[config.mk]
export PLATFORM = sky130hd
export DESIGN_NAME = oled_frame_streamer
export DESIGN_NICKNAME = d
export VERILOG_FILES = /design/src/rtl/ssd1309_pkg.sv /design/src/rtl/oled_cmd_rom.sv /design/src/rtl/oled_frame_streamer.sv
export SDC_FILE = /design/constraint.sdc
export NUM_CORES = 1
export LEC_CHECK = 0
export CORE_ASPECT_RATIO = 0.9
export CORE_UTILIZATION = 30
export CTS_BUF_LIST = sky130_fd_sc_hd__clkbuf_16
export DETAILED_ROUTE_END_ITERATION = 10
export PLACE_DENSITY = 0.61
export SETUP_SLACK_MARGIN = 0.1
export SYNTH_ARGS = -nofsm -noshare
export SYNTH_HDL_FRONTEND = slang
export SYNTH_SLANG_ARGS = --single-unit
[constraint.sdc]
create_clock -name clk -period 2.75 [get_ports clk]
set_clock_uncertainty 0.1 [all_clocks]
set_input_delay 0.275 -clock clk [delete_from_list [all_inputs] [get_ports clk]]
set_output_delay 0.275 -clock clk [all_outputs]
set_load 0.1 [all_outputs]
[src/rtl/ssd1309_pkg.sv]
// Shared SSD1309 definitions: command opcodes and the
// frame-streamer state encoding.
package ssd1309_pkg;

    localparam logic [7:0] CMD_COL_ADDR  = 8'h21;
    localparam logic [7:0] CMD_PAGE_ADDR = 8'h22;
    localparam int         CMD_SEQ_LEN   = 6;

    typedef logic [2:0] cmd_idx_t;

    typedef enum logic [2:0] {
        IDLE,
        CMD,
        FETCH,
        WAIT,
        SEND,
        DONE
    } stream_state_t;

endpackage

[src/rtl/oled_cmd_rom.sv]
// Address-window command preamble sent before every frame:
// full column range, then full page range.
module oled_cmd_rom
    import ssd1309_pkg::*;
#(
    parameter int FB_WIDTH = 128,
    parameter int FB_PAGES = 8
) (
    input  cmd_idx_t   idx,
    output logic [7:0] data
);

    always_comb begin
        data = 8'h00;
        case (idx)
            3'd0:    data = CMD_COL_ADDR;
            3'd1:    data = 8'h00;
            3'd2:    data = 8'(FB_WIDTH - 1);
            3'd3:    data = CMD_PAGE_ADDR;
            3'd4:    data = 8'h00;
            3'd5:    data = 8'(FB_PAGES - 1);
            default: data = 8'h00;
        endcase
    end

endmodule

[src/rtl/oled_frame_streamer.sv]
// Streams a monochrome framebuffer to the SSD1309 byte driver:
// address-window commands, then page-major column data.
module oled_frame_streamer
    import ssd1309_pkg::*;
#(
    parameter int FB_WIDTH = 128,
    parameter int FB_PAGES = 8
) (
    input  logic       clk,
    input  logic       reset,
    input  logic       start,
    input  logic       auto_refresh,
    output logic       busy,
    output logic       frame_done,
    output logic       fb_re,
    output logic [7:0] fb_r_xpos,
    output logic [7:0] fb_r_ypos,
    output logic       fb_r_mode,
    input  logic [7:0] fb_dout,
    output logic [7:0] tx_data,
    output logic       tx_dc,
    output logic       tx_valid,
    input  logic       tx_ready
);

    localparam int CW = (FB_WIDTH > 1) ? $clog2(FB_WIDTH) : 1;
    localparam int PW = (FB_PAGES > 1) ? $clog2(FB_PAGES) : 1;
    localparam logic [CW-1:0] COL_LAST  = CW'(FB_WIDTH - 1);
    localparam logic [PW-1:0] PAGE_LAST = PW'(FB_PAGES - 1);
    localparam cmd_idx_t      CMD_LAST  = cmd_idx_t'(CMD_SEQ_LEN - 1);

    stream_state_t state;
    stream_state_t state_next;

    logic [CW-1:0] col;
    logic [PW-1:0] page;
    cmd_idx_t      cmd_idx;
    logic [7:0]    data_q;
    logic [7:0]    rom_byte;
    logic          col_last;
    logic          page_last;

    assign col_last  = (col == COL_LAST);
    assign page_last = (page == PAGE_LAST);

    oled_cmd_rom #(
        .FB_WIDTH(FB_WIDTH),
        .FB_PAGES(FB_PAGES)
    ) u_cmd_rom (
        .idx  (cmd_idx),
        .data (rom_byte)
    );

    always_ff @(posedge clk) begin
        if (reset) begin
            state <= IDLE;
        end else begin
            state <= state_next;
        end
    end

    always_comb begin
        state_next = state;
        busy       = 1'b1;
        frame_done = 1'b0;
        fb_re      = 1'b0;
        tx_valid   = 1'b0;
        tx_dc      = 1'b0;
        case (state)
            IDLE: begin
                busy = 1'b0;
                if (start) begin
                    state_next = CMD;
                end
            end
            CMD: begin
                tx_valid = 1'b1;
                if (tx_ready && cmd_idx == CMD_LAST) begin
                    state_next = FETCH;
                end
            end
            FETCH: begin
                fb_re      = 1'b1;
                state_next = WAIT;
            end
            WAIT: begin
                state_next = SEND;
            end
            SEND: begin
                tx_valid = 1'b1;
                tx_dc    = 1'b1;
                if (tx_ready) begin
                    state_next = (col_last && page_last) ? DONE : FETCH;
                end
            end
            DONE: begin
                frame_done = 1'b1;
                state_next = auto_refresh ? CMD : IDLE;
            end
            default: begin
                state_next = IDLE;
            end
        endcase
    end

    // Counters wrap on the last data byte so they never leave range.
    always_ff @(posedge clk) begin
        if (reset) begin
            col     <= '0;
            page    <= '0;
            cmd_idx <= '0;
            data_q  <= 8'h00;
        end else begin
            if (state == CMD) begin
                col  <= '0;
                page <= '0;
                if (tx_ready) begin
                    cmd_idx <= (cmd_idx == CMD_LAST) ? '0 : cmd_idx + 3'd1;
                end
            end
            if (state == WAIT) begin
                data_q <= fb_dout;
            end
            if (state == SEND && tx_ready) begin
                if (col_last) begin
                    col  <= '0;
                    page <= page_last ? '0 : page + 1'b1;
                end else begin
                    col <= col + 1'b1;
                end
            end
        end
    end

    assign tx_data   = (state == CMD) ? rom_byte : data_q;
    assign fb_r_xpos = 8'(col);
    assign fb_r_ypos = 8'({page, 3'b000});
    assign fb_r_mode = 1'b1;

endmodule

==> reports/metrics.cfg, run 1 <==
[clock_network]
postCtsSetupRepairBufs = 0
cts_tree = yes
cts_hold_buf = 0
cts_resized = 0
clock_latency_ns = 0.25
root_buffer = clkbuf_16
clk_pin_slew_worst_paths_ns = 0.06
clock_tree.buffer_depth = 2
cts_buffers = 3
clock-sinks = 24
cts_max_level = 1

[cells_and_area]
area_growth_pct = 27.3
fin_cells = 259
nets = 215
drive_gt1_share_pct = 17.3
nFillCells = 476
n_antenna_cell = 0

[run]
max-cap-violations = 0

[route]
wire_per_inst_um = 11.1
viasPerCell = 4.64
route.detailed.drc = 0
drt_pass1_iterations = 4
ant_nets = 0
drtIter0Drc = 64
vias = 1202
drt_wl_total_um = 2880

[yosys]
ys_top_cells_by_area = dfxtp_1 34%, mux2i_1 7.8%, nor2_1 5.6%
netlist_instances = 171
synth_seq_cells = 24
synth_top_area_cell = dfxtp_1
async_flop_share_pct = 0
synth_top_cell_area_share_pct = 34.1
ys_warn_count = 0
netlist_area_um2 = 1410
ys_types = 42
avgSynthCellArea_um2 = 8.23
synth_edf_count = 0
ys_seq_area_share_pct = 34.1
synthFlopType = dfxtp_1

[grt]
grt_max_degree = 25
grt_pass1_vias = 1079
grt_usage_pct = 13.1
antenna_found_initial = 0
grt.overflow.total = 0
grt_pass1_wl_um = 5060

[place]
gp_congestion = 0.740
portBuffers = 35
dp_hpwl_um = 2080
placedCellCount = 255

[sta]
setup_viol = 0
grt_setup_unrepaired = false
fmax_ghz = 0.435
final.period_utilization_pct = 83.6
slew_viol_final = 0
relSlewSlack_pct = 37.6
worstMarginPinSlew_ns = 0.934
period_needed_ns = 2.30
hold_violations = 0
holdWs_ns = 0.391

[critical_path]
crit_path_start_kind = flip-flop
slowest_delay_ns = 0.64
cp_slowest_cell = or3b_1
crit_chain = or3b_1 > o21ai_1 > buf_12
end_kind = output pin
crit_start = state[0]$_SDFFE_PP0P_
critPathMaxFanout = 16
arrival_ns = 1.92
r2r-start = col[1]$_SDFFE_PP0P_
crit_type = reg2out
cp.required_ns = 2.38

[run_status]
outcome = complete, no violations

[power]
leakage_nw = 0.798
cellPowerDensity_nw_per_um2 = 519
ir_drop_mv = 0.388

[floorplan]
num_rows = 23
core_um2 = 4490
io_pins = 43
die_w_um = 74.2
die_h_um = 67.0
start_util_pct = 31.4
die_area_um2 = 4970

[worst_hold_path]
hp-start = data_q[7]$_SDFFE_PP0P_
hold_class = reg2reg

routing by layer:
metal  vias to the layer above  part of all wire (%)  routed length, um  track usage, %
li1                        631                     -                  -               -
met4                         0                  0.66                 19            2.64
met1                       532                    53               1510            18.8
met2                        37                    39               1140            19.1
met3                         2                   7.2                207            3.93
met5                         -                     0                  0               0
kinds of logic (layout without fill, tap and decap cells):
kind of cell    Yosys count  in the layout  share of synthesized area (%)
xor+xnor                  1              1                          0.622
other cells               2              7                          0.534
mux                      11             11                           7.82
flops                    24             24                           34.1
simple gates             78             78                           30.9
compound gates           30             30                           12.7
buf+inv                  21             42                           9.69
fa+ha+maj                 4              4                           3.56
worst paths after layout:
check,cells past startpoint,to,slack (ns)
max,3,tx_data[5],0.45
max reg2reg,5,state[0]$_SDFFE_PP0P_,0.83
min,2,data_q[7]$_SDFFE_PP0P_,0.39
min reg2reg,2,data_q[7]$_SDFFE_PP0P_,0.39
where the power goes:
| part | switching [mW] | internal, mW | leakage, nW | total [mW] |
|---|---|---|---|---|
| combinational | 0.181 | 0.0687 | 0.566 | 0.250 |
| clock | 0.119 | 0.194 | 0.0385 | 0.314 |
| sequential | 0.0120 | 0.354 | 0.194 | 0.366 |
| total | 0.312 | 0.617 | 0.798 | 0.930 |
metrics by stage:
step	power, mW	cell area (um2)	utilization (%)	setup WS [ns]	TNS, ns
6_report	0.930	1790	39.9	0.452	0
5_1_grt	0.969	1790	39.9	0.342	0
4_1_cts	0.940	1790	39.9	0.437	0
3_5_place_dp	0.625	1710	38.2	0.702	0
3_3_place_gp	0.626	1710	38.2	0.729	0
2_1_floorplan	0.575	1430	-	-0.0779	-0.156
synthesized netlist by cell type, types with 2 or more instances:
cell type  count
buf_2          4
nand4_1        2
clkbuf_1       3
and2_1         5
ha_1           4
o21ai_1        3
o21ai_0        5
conb_1         2
nor3_1         2
buf_6          2
a21oi_1       12
mux2i_1       11
inv_1          2
nand3_1        7
nand2b_1       2
buf_4         10
nand3b_1       4
dfxtp_1       24
a31oi_1        3
or3_1          4
nor2_1        21
nand2_1       19
critical path, delay by kind of cell (launching register included):
family	cells	cell delay [ns]
AO/OA/AOI/OAI	1	0.32
buffers and inverters	1	0.21
flip-flops	1	0.51
AND/OR/NAND/NOR	1	0.64
flip-flops by register name (all words and copies together), names as in the netlist:
signal   count
cmd_idx      3
data_q       8
col          7
page         3
state        3
final cells by class:
class / count / area [um2] / area share, %
timing repair buffer: 36 / 338 / 18.9
clock buffer: 3 / 75.1 / 4.19
inverter: 2 / 7.51 / 0.419
multi-input combinational: 131 / 810 / 45.2
sequential: 24 / 480 / 26.8
tap: 62 / 77.6 / 4.33
clock inverter: 1 / 3.75 / 0.209
placed cells by master, fill, tap and decap left out, drive strengths merged:
cell,netlist,layout
nor3,2,2
mux2i,11,11
nor2,22,22
o211ai,1,1
nand4bb,1,1
a41oi,1,1
conb,2,7
and3b,1,1
nand2b,2,2
a22oi,1,1
and2,5,5
nand3,8,8
clkdlybuf4s50,0,12
or4,1,1
or3,4,4
and4bb,1,1
nor3b,2,2
nor2b,1,1
inv,2,2
buf,16,24
clkbuf,3,3
or3b,1,1
ha,4,4
xor2,1,1
nand4,2,2
dfxtp,24,24
nand2,19,19
and3,2,2
a21oi,13,13
a211oi,2,2
clkinv,0,1
a21o,1,1
nand3b,4,4
a31oi,3,3
o21ai,8,8
(Power assumes the default switching activity.)
==> run 2: changes to the inputs <==
- clock period: 2.75 -> 2.16 ns (I/O delays scaled with it)
==> run 2 against run 1 <==
  * Die area did not move
  * Utilization grew 5.0 points
  * Via count grew 5.2%
  * Wire length is 11% higher
  * Cell area rose by 12%
  * Setup slack lost 0.27 ns
  * Count of clock-buffer cells in the layout did not move
  * Critical endpoint unchanged
  * Register-to-register slack lost 0.32 ns
==> reports/metrics.cfg, run 2 (synthesis gave the netlist of run 1 again) <==
[run]
max-cap-violations = 0  ; unchanged

[critical_path]
r2r-start = col[0]$_SDFFE_PP0P_
crit_path_start_kind = flip-flop
crit_path_end = tx_data[5]
r2r_setup_slack_ns = 0.51  ; -0.32 ns
cp.required_ns = 1.84  ; -0.54 ns
path_delay_family = simple AND/OR/NAND/NOR gates
cp_slowest_cell = or3b_2
crit_start = state[2]$_SDFFE_PP0P_
critPathMaxFanout = 16  ; unchanged
crit_chain = or3b_2 > o21ai_2 > buf_12
end_kind = output pin
r2r_cells = 6  ; +1
slowest_delay_ns = 0.65  ; about the same
cp_num_buf_inv = 1  ; unchanged
worst-path-stages = 3  ; unchanged
worstReg2RegEnd = col[5]$_SDFFE_PP0P_
arrival_ns = 1.66  ; -0.26 ns
crit_type = reg2out

[grt]
antenna_found_initial = 0  ; unchanged
grt_usage_pct = 13.5  ; +0.38 points
grt_pass1_wl_um = 5120  ; +1.2%
grt_pass1_vias = 1134  ; +5.1%
grt_max_degree = 25  ; unchanged
grt.overflow.total = 0  ; unchanged

[floorplan]
die_area_um2 = 4970  ; unchanged
die_h_um = 67.0  ; unchanged
start_util_pct = 31.4  ; unchanged
num_rows = 23  ; unchanged
io_pins = 43  ; unchanged
core_um2 = 4490  ; unchanged
die_w_um = 74.2  ; unchanged

[sta]
relSlewSlack_pct = 61.1  ; +24 points
grt_setup_unrepaired = true
period_needed_ns = 1.98
fin_tns_setup_ns = 0  ; unchanged
slew_viol_final = 0  ; unchanged
worstMarginPinSlew_ns = 0.582  ; -0.351 ns
final.period_utilization_pct = 91.5
setup_viol = 0  ; unchanged
fin_ws_ns = 0.184  ; -0.268 ns
hold_violations = 0  ; unchanged
fmax_ghz = 0.506

[power]
cellPowerDensity_nw_per_um2 = 678  ; +31%
leakage_nw = 0.880  ; +10%
ir_drop_mv = 0.319  ; -18%

[place]
dp_hpwl_um = 2390  ; +15%
place_ws_ns = 0.281  ; -0.421 ns
portBuffers = 35  ; unchanged
gp_congestion = 0.769  ; +3.8%

[cells_and_area]
fin_util_pct = 44.9  ; +5.0 points
layout_common_cells = 21 x nor2_1, 19 x nand2_1, 17 x buf_4
drive_gt1_share_pct = 26.6  ; +9.3 points
top_regs = data_q: 8 flops, col: 7 flops
largest_reg_flops = 8  ; unchanged
layout_commonest_cell = nor2_1
n_antenna_cell = 0  ; unchanged
area_growth_pct = 43.1
regMostFlops = data_q
nets = 221  ; +2.8%
nFillCells = 474  ; -0.42%

[route]
route.detailed.drc = 0  ; unchanged
viasPerCell = 4.77  ; +2.9%
drt_pass1_iterations = 4  ; unchanged
wire_per_inst_um = 12.1  ; +8.6%
vias = 1265  ; +5.2%
ant_nets = 0  ; unchanged
drt_wl_total_um = 3200  ; +11%
drtIter0Drc = 43  ; -33%

[clock_network]
root_buffer = clkbuf_16
clock_tree.buffer_depth = 2  ; unchanged
clock_latency_ns = 0.26  ; about the same
cts_hold_buf = 0  ; unchanged
clock-sinks = 24  ; unchanged
clk_pin_slew_worst_paths_ns = 0.06  ; about the same
cts_tree = yes
cts_buffers = 3  ; unchanged
cts_max_level = 1  ; unchanged

[run_status]
outcome = complete, no violations

[worst_hold_path]
hold_class = reg2reg

## run 2: changes by cell type in the layout (fill, tap and decap cells not counted)
cell       before  now
buf_12          3   13
dfxtp_1        24   14
dfxtp_2         0   10
buf_4          21   17
o21ai_1         3    1
o21ai_2         0    2
bufinv_16       0    1
clkinv_1        1    0
nor3b_2         1    0
nor3b_4         0    1
or3b_1          1    0
or3b_2          0    1
## run 2: cell type report
class,instances,area (um2),share of cell area [%]
inverters,2,7.51,0.373
repair buffers,42,508,25.2
flip-flops and latches,24,493,24.5
clock inverters,1,30.0,1.49
multi-input cells,131,823,40.9
well taps,62,77.6,3.85
clock buffers,3,75.1,3.73
## run 2: timing repair
| action | 4_1_cts | 5_1_grt |
|---|---|---|
| gates resized for setup | 0 | 3 |
| endpoints found under the setup margin | 0 | 7 |
| setup buffers | 0 | 0 |
## run 2: worst register-to-register path, stage by stage, from the launching register on
cell and delay (ns):
dfxtp_2 0.34, ha_1 0.22, and3_1 0.21, buf_4 0.17, a21oi_1 0.24, o211ai_1 0.13, a31oi_1 0.16
## run 2: power breakdown
group,total [mW],switching (mW),internal [mW]
logic,0.371,0.251,0.121
clock network,0.536,0.167,0.369
registers,0.458,0.00636,0.451
total,1.36,0.424,0.941
## run 2: metrics by stage
step                instance area [um2]  hold WS (ns)  power [mW]  cells
finish                             2010         0.392        1.36    265
floorplan                          1450         0.178       0.734    176
global placement                   1900         0.370       0.835    261
detailed placement                 1900         0.383       0.837    261
global route                       2010         0.418        1.41    265
CTS                                2010         0.397        1.37    265
## run 2: metal layers
metal	vias to the layer above	GRT usage [%]	share of wire (%)
li1	644	-	-
met1	590	17.1	49
met2	24	21.9	46
met3	7	3.78	2.9
met4	0	4.09	1.6
met5	-	0	0
## run 2: worst min-delay path by stage
stage / start / cells after the start / to / slack, ns
finish: data_q[7]$_SDFFE_PP0P_ / 2 / data_q[7]$_SDFFE_PP0P_ / 0.39
global route: page[0]$_SDFF_PP0_ / 2 / page[0]$_SDFF_PP0_ / 0.42
CTS: page[0]$_SDFF_PP0_ / 2 / page[0]$_SDFF_PP0_ / 0.40
detailed placement: page[1]$_SDFF_PP0_ / 2 / page[1]$_SDFF_PP0_ / 0.38
global placement: data_q[7]$_SDFFE_PP0P_ / 2 / data_q[7]$_SDFFE_PP0P_ / 0.37
floorplan: reset / 1 / col[3]$_SDFFE_PP0P_ / 0.18
==> run 3: changes to the inputs <==
- clock period: 2.16 -> 1.9 ns (I/O delays scaled with it)
==> run 3 against run 2 <==
  * Total power up 5.3%
  * Cell area rose by 8.9%
  * Non-clock buffer count rose by 13
  * Flip-flop and latch count stayed put
  * Sequential share of layout area decreased by 1.0 points
  * Hold slack worse by 0.0013 ns
  * First-iteration DRC count rose by 70%
==> reports/metrics.cfg, run 3 (synthesis gave the netlist of run 1 again) <==
[run_status]
outcome = complete, no violations

[power]
internal-power_mw = 0.956  ; +1.6%
p_seq_share_pct = 35.9  ; +2.4 points
leakage_nw = 0.943  ; +7.2%
switchingPower_mw = 0.482  ; +14%
pwr-share-clk_pct = 31.8  ; -7.5 points
cellPowerDensity_nw_per_um2 = 655  ; -3.3%
ir_drop_mv = 0.282  ; -12%
p_sw_share_pct = 33.5  ; +2.5 points
p_comb_share_pct = 32.3  ; +5.1 points

[critical_path]
crit_type = reg2out
r2r_cells = 5  ; -1
cp.required_ns = 1.61  ; -0.23 ns
worstReg2RegEnd = state[0]$_SDFFE_PP0P_
r2r_setup_slack_ns = 0.30  ; -0.21 ns
critPathMaxFanout = 4  ; -12
r2r-start = col[0]$_SDFFE_PP0P_
end_kind = output pin
crit_path_start_kind = flip-flop
arrival_ns = 1.48  ; -0.18 ns

[route]
ant_nets = 0  ; unchanged
vias = 1325  ; +4.7%
viasPerCell = 4.75  ; -0.51%
drt_pass1_iterations = 4  ; unchanged
drtIter0Drc = 73  ; +70%
drt_wl_total_um = 3340  ; +4.4%
route.detailed.drc = 0  ; unchanged
wire_per_inst_um = 12.0  ; -0.83%

[cells_and_area]
largest_reg_flops = 8  ; unchanged
area_growth_pct = 55.9
n_antenna_cell = 0  ; unchanged
drive_gt1_share_pct = 40.6  ; +14 points
layout_commonest_cell = buf_4
finalInstanceArea_um2 = 2190  ; +8.9%
top_regs = data_q: 8 flops, col: 7 flops
regMostFlops = data_q
nets = 235  ; +6.3%
fin_cells = 279  ; +5.3%
layout_common_cells = 30 x buf_4, 21 x nor2_1, 13 x buf_12

[sta]
fin_tns_setup_ns = 0  ; unchanged
slew_viol_final = 0  ; unchanged
hold_violations = 0  ; unchanged
fin_ws_ns = 0.127  ; -0.0567 ns
grt_setup_unrepaired = true
holdWs_ns = 0.390  ; -0.00128 ns
setup_viol = 0  ; unchanged
period_needed_ns = 1.77
final.period_utilization_pct = 93.3
fmax_ghz = 0.564

[place]
placedCellCount = 268  ; +2.7%
placed_cell_area_um2 = 2010  ; +5.7%
portBuffers = 35  ; unchanged
dp_hpwl_um = 2380  ; -0.16%
gp_congestion = 0.674  ; -12%
place_ws_ns = 0.0587  ; -0.222 ns

[grt]
grt_pass1_wl_um = 5110  ; -0.14%
antenna_found_initial = 0  ; unchanged
grt_pass1_vias = 1096  ; -3.4%
grt.overflow.total = 0  ; unchanged
grt_usage_pct = 13.4  ; -0.10 points
grt_max_degree = 25  ; unchanged

[floorplan]
die_area_um2 = 4970  ; unchanged
die_w_um = 74.2  ; unchanged
start_util_pct = 31.4  ; unchanged
io_pins = 43  ; unchanged
core_um2 = 4490  ; unchanged
die_h_um = 67.0  ; unchanged
num_rows = 23  ; unchanged

[worst_hold_path]
hp-start = data_q[7]$_SDFFE_PP0P_
hold-path-endpoint = data_q[7]$_SDFFE_PP0P_
hold_class = reg2reg
min_path_cells = 2  ; unchanged

[clock_network]
cts_hold_buf = 0  ; unchanged
clock_latency_ns = 0.26  ; about the same
clock-sinks = 24  ; unchanged
clk_pin_slew_worst_paths_ns = 0.06  ; about the same
root_buffer = clkbuf_16
clock_tree.buffer_depth = 2  ; unchanged
cts_tree = yes
cts_max_level = 1  ; unchanged
cts_buffers = 3  ; unchanged

[run]
max-cap-violations = 0  ; unchanged

run 3: changes by cell type in the layout (fill, tap and decap cells not counted), moves of 5 or more:
cell     before  now
dfxtp_4       0    6
nand2_2       0    8
nand2_1      19   11
dfxtp_1      14    9
buf_4        17   30
run 3: worst max-delay path by stage:
| stage | cells past startpoint | end | startpoint |
|---|---|---|---|
| after global routing | 6 | tx_data[2] | cmd_idx[1]$_SDFFE_PP0P_ |
| final | 6 | tx_data[2] | cmd_idx[1]$_SDFFE_PP0P_ |
| after CTS | 7 | tx_data[5] | cmd_idx[1]$_SDFFE_PP0P_ |
| after global placement | 5 | page[0]$_SDFF_PP0_ | tx_ready |
| after detailed placement | 5 | page[0]$_SDFF_PP0_ | tx_ready |
| after floorplan | 5 | tx_data[1] | state[2]$_SDFFE_PP0P_ |
run 3: what timing repair did:
| action | 4_1_cts | 5_1_grt |
|---|---|---|
| pin swaps | 2 | 3 |
| setup endpoints to repair | 9 | 9 |
| gates resized for setup | 10 | 9 |
| setup buffers | 3 | 3 |
| gates cloned | 0 | 1 |
run 3: layer usage:
layer  global-route usage [%]  vias up  wire (um)
li1                         -      674          -
met4                     5.77        0         58
met2                     20.9       21       1630
met3                     2.27        5         89
met1                     17.9      625       1560
met5                        0        -          0
run 3: metrics by stage:
stage,util [%],total power [mW]
6_report,48.9,1.44
2_1_floorplan,-,0.848
4_1_cts,47.7,1.45
5_1_grt,48.9,1.50
3_3_place_gp,44.8,0.966
3_5_place_dp,44.8,0.966
run 3: cell type report:
class	instances	area (um2)
flip-flops and latches	24	514
multi-input cells	132	911
repair buffers	55	606
clock buffers	3	75.1
clock inverters	1	3.75
well taps	62	77.6
fillers	450	2290
inverters	2	7.51
run 3: power by group through the flow:
stage               Sequential [mW]  Clock [mW]  Combinational (mW)
floorplan                     0.526           0               0.322
global placement              0.526           0               0.440
detailed placement            0.527           0               0.439
CTS                           0.514       0.477               0.459
global route                  0.518       0.492               0.485
finish                        0.517       0.458               0.464
run 3: critical path, stage by stage (launching register included):
cell and delay (ns):
dfxtp_4 0.35, buf_4 0.13, buf_4 0.13, and2_1 0.15, o21ai_0 0.20, nand2_2 0.09
buf_12 0.17
